===== src/rtl/hazard_stall_ctrl.sv =====
// hazard_stall_ctrl: pipeline hazard and stall scheduler for the 5-stage core.
// It handles load-use bubbles, MUL/DIV occupancy with a watchdog, fetch
// bubbles on instruction-memory wait, and the taken-branch flush. It also
// keeps a saturating count of the cycles in which the PC was frozen.
//
// Handshake note: md_done is a one-cycle pulse from the MUL/DIV unit. It is
// honoured only in MD_BUSY; a pulse that arrives while in RUN is dropped.
module hazard_stall_ctrl #(
    parameter int MD_TIMEOUT = 64,
    parameter int CNT_W      = 16
) (
    input  logic             clk,
    input  logic             rst,
    input  logic [4:0]       D_rs1,
    input  logic [4:0]       D_rs2,
    input  logic             D_uses_rs1,
    input  logic             D_uses_rs2,
    input  logic [4:0]       E_rd,
    input  logic             E_MemRead,
    input  logic             E_md_start,
    input  logic             md_done,
    input  logic             imem_ready,
    input  logic             E_branch_taken,
    input  logic             clr_cnt,
    output logic             D_PCWrite,
    output logic             D_IFIDWrite,
    output logic             D_Flush,
    output logic             E_Flush,
    output logic             E_Hold,
    output logic             md_timeout,
    output logic [CNT_W-1:0] stall_cnt,
    output logic             dbg_state_o
);

    typedef enum logic {
        RUN     = 1'b0,
        MD_BUSY = 1'b1
    } state_t;

    localparam int               MD_W    = (MD_TIMEOUT > 1) ? $clog2(MD_TIMEOUT) : 1;
    localparam logic [MD_W-1:0]  MD_LAST = MD_W'(MD_TIMEOUT - 1);
    localparam logic [CNT_W-1:0] CNT_MAX = '1;

    state_t           state_q, state_d;
    logic [MD_W-1:0]  md_cnt_q, md_cnt_d;
    logic             md_timeout_q, md_timeout_d;
    logic [CNT_W-1:0] stall_cnt_q, stall_cnt_d;
    logic             load_use;

    // A load in EX feeding a register the ID instruction really reads (x0 never hazards).
    assign load_use = E_MemRead && (E_rd != 5'd0) &&
                      ((D_uses_rs1 && (D_rs1 == E_rd)) ||
                       (D_uses_rs2 && (D_rs2 == E_rd)));

    // Next-state and stall/flush decode; RUN uses branch > mul/div > load-use > fetch wait.
    always_comb begin
        state_d      = state_q;
        md_cnt_d     = md_cnt_q;
        md_timeout_d = md_timeout_q;
        D_PCWrite    = 1'b1;
        D_IFIDWrite  = 1'b1;
        D_Flush      = 1'b0;
        E_Flush      = 1'b0;
        E_Hold       = 1'b0;
        if (rst) begin
            D_PCWrite   = 1'b0;
            D_IFIDWrite = 1'b0;
            D_Flush     = 1'b1;
            E_Flush     = 1'b1;
        end else begin
            case (state_q)
                RUN: begin
                    if (E_branch_taken) begin
                        D_Flush = 1'b1;
                        E_Flush = 1'b1;
                    end else if (E_md_start) begin
                        D_PCWrite   = 1'b0;
                        D_IFIDWrite = 1'b0;
                        E_Hold      = 1'b1;
                        state_d     = MD_BUSY;
                        md_cnt_d    = '0;
                    end else if (load_use) begin
                        D_PCWrite   = 1'b0;
                        D_IFIDWrite = 1'b0;
                        E_Flush     = 1'b1;
                    end else if (!imem_ready) begin
                        D_PCWrite = 1'b0;
                        D_Flush   = 1'b1;
                    end
                end
                MD_BUSY: begin
                    D_PCWrite   = 1'b0;
                    D_IFIDWrite = 1'b0;
                    E_Hold      = 1'b1;
                    if (md_done) begin
                        state_d = RUN;
                    end else if (md_cnt_q == MD_LAST) begin
                        md_timeout_d = 1'b1;
                        state_d      = RUN;
                    end else begin
                        md_cnt_d = md_cnt_q + MD_W'(1);
                    end
                end
                default: state_d = RUN;
            endcase
        end
    end

    // Stall-cycle counter: a clear wins over counting, and the count sticks at all-ones.
    always_comb begin
        stall_cnt_d = stall_cnt_q;
        if (clr_cnt) begin
            stall_cnt_d = '0;
        end else if (!D_PCWrite && (stall_cnt_q != CNT_MAX)) begin
            stall_cnt_d = stall_cnt_q + CNT_W'(1);
        end
    end

    // State registers with synchronous reset.
    always_ff @(posedge clk) begin
        if (rst) begin
            state_q      <= RUN;
            md_cnt_q     <= '0;
            md_timeout_q <= 1'b0;
            stall_cnt_q  <= '0;
        end else begin
            state_q      <= state_d;
            md_cnt_q     <= md_cnt_d;
            md_timeout_q <= md_timeout_d;
            stall_cnt_q  <= stall_cnt_d;
        end
    end

    assign md_timeout  = md_timeout_q;
    assign stall_cnt   = stall_cnt_q;
    assign dbg_state_o = (state_q == MD_BUSY);

endmodule


===== config.mk =====
export PLATFORM = sky130hd
export DESIGN_NAME = hazard_stall_ctrl
export DESIGN_NICKNAME = d
export VERILOG_FILES = /design/src/rtl/hazard_stall_ctrl.sv
export SDC_FILE = /design/constraint.sdc
export NUM_CORES = 1
export LEC_CHECK = 0
export CORE_MARGIN = 5
export CORE_UTILIZATION = 40
export DETAILED_ROUTE_END_ITERATION = 12
export PLACE_DENSITY = 0.75
export SYNTH_ARGS = -nofsm -noshare
export SYNTH_HDL_FRONTEND = slang
export SYNTH_SLANG_ARGS = --single-unit

===== constraint.sdc =====
create_clock -name clk -period 1.83 [get_ports clk]
set_clock_uncertainty 0.1 [all_clocks]
set_input_delay 0.366 -clock clk [delete_from_list [all_inputs] [get_ports clk]]
set_output_delay 0.366 -clock clk [all_outputs]
set_load 0.005 [all_outputs]

==> After elaboration in Yosys (flattened, before gate mapping) <==
Cells that the tools add are included.
{ "totals": {"elab_cells": 61, "in_bits": 25, "out_inout_bits": 23, "register_bits": 24} }
{ "op_classes": {"reduce_logical": 11, "bitwise_logic": 2, "n_mux": 34, "n_eq_ne": 8, "add_sub_neg": 2} }
{ "ops": {"columns": ["cell", "n"], "rows": [
  ["2-to-1 mux 1 bit", 25],
  ["2-to-1 mux 6 bit", 4],
  ["adder 16 x 1 -> 16 bit, second input constant", 1],
  ["inequality test 16 bit, second input constant", 1],
  ["case mux 6 bit (2 select lines)", 1],
  ["== test 5 bit", 2],
  ["inequality test 2 bit, second input constant", 4],
  ["case mux 1 bit (2 select lines)", 4],
  ["adder 6 x 1 -> 6 bit, second input constant", 1],
  ["== test 6 bit, second input constant", 1],
  ["logical AND 1 bit", 5],
  ["nonzero test 5 bit", 1],
  ["AND reduction 4 bit", 1],
  ["AND reduction 3 bit", 1],
  ["inverter 1 bit", 2],
  ["OR reduction 2 bit", 1],
  ["logical NOT 1 bit", 1],
  ["logical OR 1 bit", 1]
]} }

==> Depth between registers and ports, before layout <==
Gate-level depths: netlist of run 1.
{ "depth": {"depth_word": 11, "mapped_depth": 10, "ltp_nobuf": 8} }

==> Least setup slack after synthesis of run 1 <==
OpenSTA, ideal clock, no wires.
{ "synth_path": {"kind": "register to register", "from": "reg stall_cnt_q[0] (netlist: stall_cnt[0])", "to": "reg stall_cnt_q[1] (netlist: stall_cnt[1])", "t_arrival_ns": 1.838, "setup_slack_ns": -0.237, "stages_incl_launch_ff": 10, "synth_period_minus_slack_ns": 2.067, "setup_time_ns": 0.129, "required_time_ns": 1.601, "n_path_buf": 2, "cell_sequence": "dfxtp_1 ha_1 nand3_1 nor4_1 o21bai_2 and2_4 buf_8 buf_12 mux2i_1 nor2_1"} }
{ "synth_via": {"elab_chain_len": 2, "word_cells_on_any_way": 3, "cone_classes": "1 x add/sub; 1 x eq/ne; 1 x reduce/logical"} }
{ "synth_rtl": {"columns": ["item", "line", "text"], "rows": [
  ["from (decl)", "47", "logic [CNT_W-1:0] stall_cnt_q, stall_cnt_d;"],
  ["from (signal assigned)", "130", "stall_cnt_q <= stall_cnt_d;"],
  ["branches (longest 2 deep; another with adder 16 x 1 -> 16 bit)", null, null]
]} }
Parallel ways; which one is timed is not known.
A chain may end at the register's enable or synchronous reset.

==> Worst setup path in the final report of run 1 <==
{ "layout_path": {"from": "reg stall_cnt_q[1] (netlist: stall_cnt[1])", "to": "reg stall_cnt_q[9] (netlist: stall_cnt[9])"} }
Same word-level chain as after synthesis.

==> summary.md, run 1 <==
| Metric | Value |
|---|---|
| Port Buf Inserts | `47` |
| Largest net degree at the start of global routing | `17` |
| Global-route wire length before repair | `7238 um` |
| I/O Pins | `48` |
| Residual DRC | `0` |
| Crit path DAT | `2200 ps` |
| Hold-fix buffers, CTS | `0` |
| Reg2reg setup slack | `-250 ps` |
| Violated checks | `negative setup slack` |
| Dominant cells by area after synthesis | `dfxtp_1, xnor2_1, nor2_1` |
| Post-synth top area cell | `dfxtp_1` |
| Crit path time final | `2077 ps` |
| Final TNS setup | `-2898 ps` |
| Vias in the first global route | `1611` |
| Area fraction of the dominant cell type after synthesis | `0.3513` |
| Leak pwr | `1.068 nW` |
| H-tree Lvls | `1` |
| Crit start category | `flip-flop` |
| Gate power share | `0.227` |
| Die area | `4688 um2` |
| Worst VDD drop | `0.3532 mV` |
| Worst hold slack | `391.4 ps` |
| Flop and latch count out of synthesis | `24` |
| Fin. Hold Viols | `0` |
| Clock Latency Late Sink | `340 ps` |
| CTS sink count | `24` |
| Commonest non-fill, non-tap cells in the layout | `buf_4, nor2_1, clkdlybuf4s50_1` |
| Antenna Violating Nets Remaining | `0` |
| Final weighted congestion in routability-driven placement | `0.7502` |
| Period utilization | `1.135` |
| Placed cells | `289` |
| Final WS setup | `-247.5 ps` |
| Vias per cell | `5.284` |
| Die W | `68.47 um` |
| Sw Ratio | `0.2517` |
| Maximum clock path buffer count | `2` |
| Max Cap Viol | `0` |
| Commonest non-fill, non-tap cell in the layout | `buf_4` |
| Share of cells above drive strength 1 | `0.4731` |
| Nets | `288` |
| Worst Setup End Kind | `flip-flop` |
| Root Driver | `clkbuf_4` |
| Synthesis-to-layout area growth | `87.28%` |
| Drt pass-1 iters | `4` |
| Worst Path Required | `1950 ps` |
| Internal | `908.8 uW` |
| Unrepaired setup endpoints after global routing | `yes` |
| Grt ovf | `0` |
| Final Util | `0.7736` |
| Tightest Hold Check Type | `reg2reg` |
| Net switching power | `305.7 uW` |
| Yosys cell types | `36` |
| Clock power frac | `0.335` |
| Pwr/cell area | `474.2 nW/um2` |
| Antenna violations before repair | `0` |
| Setup-failing EPs final | `16` |
| Status | `finished, violations left` |
| Relative slew slack | `0.7517` |
| Ant. Diodes | `0` |
| Post-synthesis cell area | `1368 um2` |
| CTS tree | `built` |
| Vias | `1617` |
| Pre-CTS setup slack | `-1019 ps` |
| Worst-margin pin slew | `372.5 ps` |
| DR iter-0 viols | `93` |
| Crit path kind | `reg2reg` |
| Row cnt | `21` |
| Num CTS Buffers | `3` |
| F_max | `0.4814 GHz` |
| WL final | `4675 um` |
| Clock Pin Slew Worst Setup and Hold Paths | `150 ps` |
| Routed length per instance | `15.28 um` |
| Syn nets | `192` |
| Fin. max-slew vios | `0` |
| Fin cells | `306` |
| Ys Warns | `0` |
| DP HPWL | `2903 um` |
| Synth Area per Inst | `8.288 um2` |
| Critical Path Fanout Max | `6` |
| Sequential-to-total area share from yosys stat | `0.3513` |
| GR Util All Layers | `0.2020` |
| Starting Density | `0.4131` |
| Register share of total power | `0.438` |
| Syn Inst Count | `165` |
| Core area | `3311 um2` |
| Die Span Y | `68.47 um` |
area by class of cell:
class                           instances  area, um2
Clock buffer                            3      22.52
Clock inverter                          1      30.03
Fill cell                             236      749.5
Inverter                                4      15.01
Multi-Input combinational cell        133       1091
Sequential cell                        24      498.0
Tap cell                               46      57.56
Timing Repair Buffer                   95      847.1
stage by stage:
stage	total power, mW	cell area [um2]
2_1_floorplan	0.6366	1390
3_3_place_gp	0.7507	2141
3_5_place_dp	0.7536	2141
4_1_cts	1.184	2414
5_1_grt	1.245	2561
6_report	1.214	2561
critical path: stages, from the launching register on:
cell and delay [ps]:
dfxtp_2 370, ha_4 160, nand3_4 70, nor4_4 50, buf_4 140, nor3_4 200
nand2_4 80, and2_4 200, buf_4 150, o31ai_1 320, a21oi_1 130
final timing paths:
path	from	endpoint	depth (start not counted)
worst max-delay path	stall_cnt[1]	stall_cnt[9]	10
worst min-delay path	md_timeout	md_timeout	2
worst max register to register	stall_cnt[1]	stall_cnt[9]	10
worst min register to register	md_timeout	md_timeout	2
flip-flops by register name, indices dropped and copies added, names as in the netlist:
signal	flops
stall_cnt	16
md_cnt_q	6
dbg_state_o	1
md_timeout	1
Yosys cell counts:
cell,n
a211oi_1,2
a21boi_1,1
a21oi_1,14
a21oi_2,1
a31oi_1,1
and2_4,1
and3_1,3
buf_12,1
buf_2,1
buf_8,1
clkbuf_1,2
dfxtp_1,24
ha_1,2
inv_1,4
mux2_2,1
mux2i_1,1
nand2_1,11
nand2_2,1
nand2b_1,2
nand3_1,8
nand3b_1,2
nand4_1,8
nor2_1,23
nor2b_1,2
nor3_1,1
nor4_1,1
o21ai_1,2
o21ai_2,1
o21bai_2,1
o22ai_2,1
o31ai_1,9
or2_2,2
or3_1,3
or4_1,8
xnor2_1,14
xor2_1,5
per-layer routing:
layer,part of all wire,track usage
met2,0.52,0.3552
met5,0,0
met3,0.056,0.03612
met1,0.42,0.2490
met4,0.013,0.05707
power groups by stage:
stage	clock (mW)	combinational, mW	sequential (mW)
CTS	0.397	0.255	0.531
detailed placement	0	0.212	0.541
global route	0.416	0.297	0.532
finish	0.407	0.276	0.531
floorplan	0	0.0924	0.544
global placement	0	0.210	0.541
cell families (layout without fill, tap and decap cells):
group / after synthesis / in the layout / share of synthesized area
AO/OA/AOI/OAI: 33 / 33 / 0.1592
XOR/XNOR: 19 / 19 / 0.1217
adder cells (fa/ha/maj): 2 / 2 / 0.01830
buffers and inverters: 9 / 103 / 0.04574
flip-flops: 24 / 24 / 0.3513
multiplexers: 2 / 2 / 0.01555
AND/OR/NAND/NOR: 76 / 77 / 0.2882
repair_timing:
action                                  in CTS  in global routing
cloned                                       1                  0
buffers inserted                            11                  2
gates resized for setup                    102                 32
endpoints found under the setup margin      21                 27
pin swaps                                   39                 15
Note: power is estimated with default switching activity, not from simulation.
==> run 2, diff against run 1 <==
--- a/config.mk
+++ b/config.mk
@@ -8,7 +8,8 @@
 export CORE_MARGIN = 5
 export CORE_UTILIZATION = 40
 export DETAILED_ROUTE_END_ITERATION = 12
-export PLACE_DENSITY = 0.75
+export PLACE_DENSITY = 0.84
+export SETUP_SLACK_MARGIN = 0.3
 export SYNTH_ARGS = -nofsm -noshare
 export SYNTH_HDL_FRONTEND = slang
 export SYNTH_SLANG_ARGS = --single-unit
==> run 2 against run 1 <==
The flow still finishes with violations (negative setup slack). Via count is 4.0% higher. Utilization grew 0.26 points. Worst hold slack worse by 100 ps. Global-route usage is 0.68 points higher. Maximum frequency is 1.5% higher. Routed wire length rose by 9.1%. Count of clock-buffer cells in the layout grew 1. Critical path type is now in2out. Largest cell class unchanged.
==> summary.md, run 2 (synthesis results as in run 1) <==
| Metric | Value |
|---|---|
| Clock Latency Late Sink | `320 ps (-20 ps)` |
| Num CTS Buffers | `3 (unchanged)` |
| Worst Path Buf+Inv | `2 (unchanged)` |
| Max Cap Viol | `0 (unchanged)` |
| Routed length per instance | `16.61 um (+8.7%)` |
| I/O Pins | `48 (unchanged)` |
| Antenna violations before repair | `0 (unchanged)` |
| Residual DRC | `0 (unchanged)` |
| Vias | `1681 (+4.0%)` |
| Drt pass-1 iters | `4 (unchanged)` |
| Placed cells | `285 (-1.4%)` |
| Final weighted congestion in routability-driven placement | `0.7434 (-0.91%)` |
| Fin cells | `307 (+0.33%)` |
| Crit path DAT | `1580 ps (-620 ps)` |
| H-tree Lvls | `1 (unchanged)` |
| Reg2reg setup slack | `-20 ps (+230 ps)` |
| Relative slew slack | `0.7307 (-0.02102)` |
| Row cnt | `21 (unchanged)` |
| WHS Path Cells | `3 (+1)` |
| Maximum clock path buffer count | `2 (unchanged)` |
| Antenna Violating Nets Remaining | `0 (unchanged)` |
| Reg2reg end | `stall_cnt[10]` |
| Grt ovf | `0 (unchanged)` |
| Worst hold slack | `289.7 ps (-101.6 ps)` |
| Synthesis-to-layout area growth | `87.92%` |
| Starting Density | `0.4131 (unchanged)` |
| Hold EP | `md_cnt_q[0]` |
| Die W | `68.47 um (unchanged)` |
| Crit path max-delay cell type | `or4_4` |
| Worst VDD drop | `0.5858 mV (+66%)` |
| Die area | `4688 um2 (unchanged)` |
| Die Span Y | `68.47 um (unchanged)` |
| Worst R2R Start | `stall_cnt[1]` |
| Commonest non-fill, non-tap cell in the layout | `buf_4` |
| Hold Crit Start | `rst` |
| Pre-CTS setup slack | `-1001 ps (+18.64 ps)` |
| Period utilization | `1.119 (-0.01658)` |
| Crit path largest cell delay | `520 ps (+150 ps)` |
| Vias per cell | `5.476 (+3.6%)` |
| Violated checks | `negative setup slack` |
| GR Util All Layers | `0.2089 (+0.006814)` |
| Largest net degree at the start of global routing | `17 (unchanged)` |
| Ant. Diodes | `0 (unchanged)` |
| Unrepaired setup endpoints after global routing | `yes` |
| Crit start category | `input port` |
| Vias in the first global route | `1666 (+3.4%)` |
| CTS sink count | `24 (unchanged)` |
| R2R cell count | `7 (-3)` |
| Cells along the critical path | `buf_6 > or4_4 > o21ai_2 > nand2b_4 > nand2b_1 > a21oi_1 > buf_2` |
| Fin. Hold Viols | `0 (unchanged)` |
| CTS tree | `built` |
| Tightest Hold Check Type | `in2reg` |
| Core area | `3311 um2 (unchanged)` |
| Final WS setup | `-217.1 ps (+30.34 ps)` |
| Critical Path Fanout Max | `4 (-2)` |
| CP delay by family, top | `simple AND/OR/NAND/NOR gates` |
| Worst Setup End Kind | `output pin` |
| Fin. max-slew vios | `0 (unchanged)` |
| Share of cells above drive strength 1 | `0.5632 (+0.09014)` |
| Leak pwr | `1.033 nW (-3.3%)` |
| Final TNS setup | `-1096 ps (+1802 ps)` |
| Global-route wire length before repair | `7514 um (+3.8%)` |
| Commonest non-fill, non-tap cells in the layout | `buf_4, dfxtp_2, clkdlybuf4s15_1` |
| Root Driver | `clkbuf_4` |
| F_max | `0.4885 GHz (+1.5%)` |
| Nets | `289 (+0.35%)` |
| Worst-margin pin slew | `404.0 ps (+31.53 ps)` |
| WL final | `5100 um (+9.1%)` |
| DP HPWL | `2955 um (+1.8%)` |
| Port Buf Inserts | `47 (unchanged)` |
| Setup-failing EPs final | `13 (-3)` |
| Crit path kind | `in2out` |
| Clock Pin Slew Worst Setup and Hold Paths | `140 ps (about the same)` |
| Pwr/cell area | `421.4 nW/um2 (-11%)` |
| DR iter-0 viols | `64 (-31%)` |
| Largest register FFs | `16 (unchanged)` |
| Crit path time final | `2047 ps (-30.34 ps)` |
| Status | `finished, violations left` |
| Pwr Total | `1.083 mW (-11%)` |
| Worst Path Required | `1360 ps (-590 ps)` |
==> run 2: cell type report <==
class | instances | area, um2
multi-input cells | 134 | 1136
clock buffers | 4 | 36.28
repair buffers | 95 | 817.0
flip-flops and latches | 24 | 508.0
well taps | 46 | 57.56
inverters | 4 | 15.01
fillers | 215 | 740.7
==> run 2: power breakdown <==
part           internal [mW]  switching (mW)  leakage [nW]  total, mW
clock                  0.122           0.169        0.0210      0.290
sequential             0.527         0.00427         0.205      0.532
combinational          0.144           0.117         0.807      0.261
total                  0.793           0.290          1.03       1.08
==> run 2: what timing repair did <==
item                                    in CTS  in global routing
cloned                                       2                  0
buffers inserted                            12                  4
hold buffers                                 0                  0
gates resized for setup                    150                 46
pin swaps                                   44                 20
endpoints found under the setup margin      44                 40
==> run 2: worst max path at each step <==
stage | start | endpoint | slack [ps] | cells past startpoint
4_1_cts | E_rd[4] | D_Flush | -230 | 7
6_report | E_rd[4] | D_Flush | -220 | 7
3_5_place_dp | E_rd[1] | D_Flush | -1000 | 7
3_3_place_gp | E_rd[1] | D_Flush | -970 | 7
2_1_floorplan | E_rd[1] | stall_cnt[1] | -130 | 9
5_1_grt | D_rs2[4] | D_PCWrite | -290 | 9
==> run 2: through the flow <==
stage / cell area [um2] / utilization
4_1_cts: 2431 / 0.7343
5_1_grt: 2570 / 0.7763
3_3_place_gp: 2116 / 0.6391
3_5_place_dp: 2116 / 0.6391
2_1_floorplan: 1395 / -
6_report: 2570 / 0.7763
==> run 2: routing by layer <==
layer / share of wire / vias up / GRT usage
li1: - / 791 / -
met1: 0.39 / 796 / 0.2470
met2: 0.52 / 74 / 0.3814
met3: 0.056 / 20 / 0.04598
met4: 0.032 / 0 / 0.04218
met5: 0 / - / 0
==> run 2: worst register-to-register path, cell delays in order, from the launching register on <==
cell     delay, ps
dfxtp_2        380
ha_4           150
nand3_4         70
buf_4          170
nor2_1         120
nand2_2        130
or4_4          540
a21oi_2        140
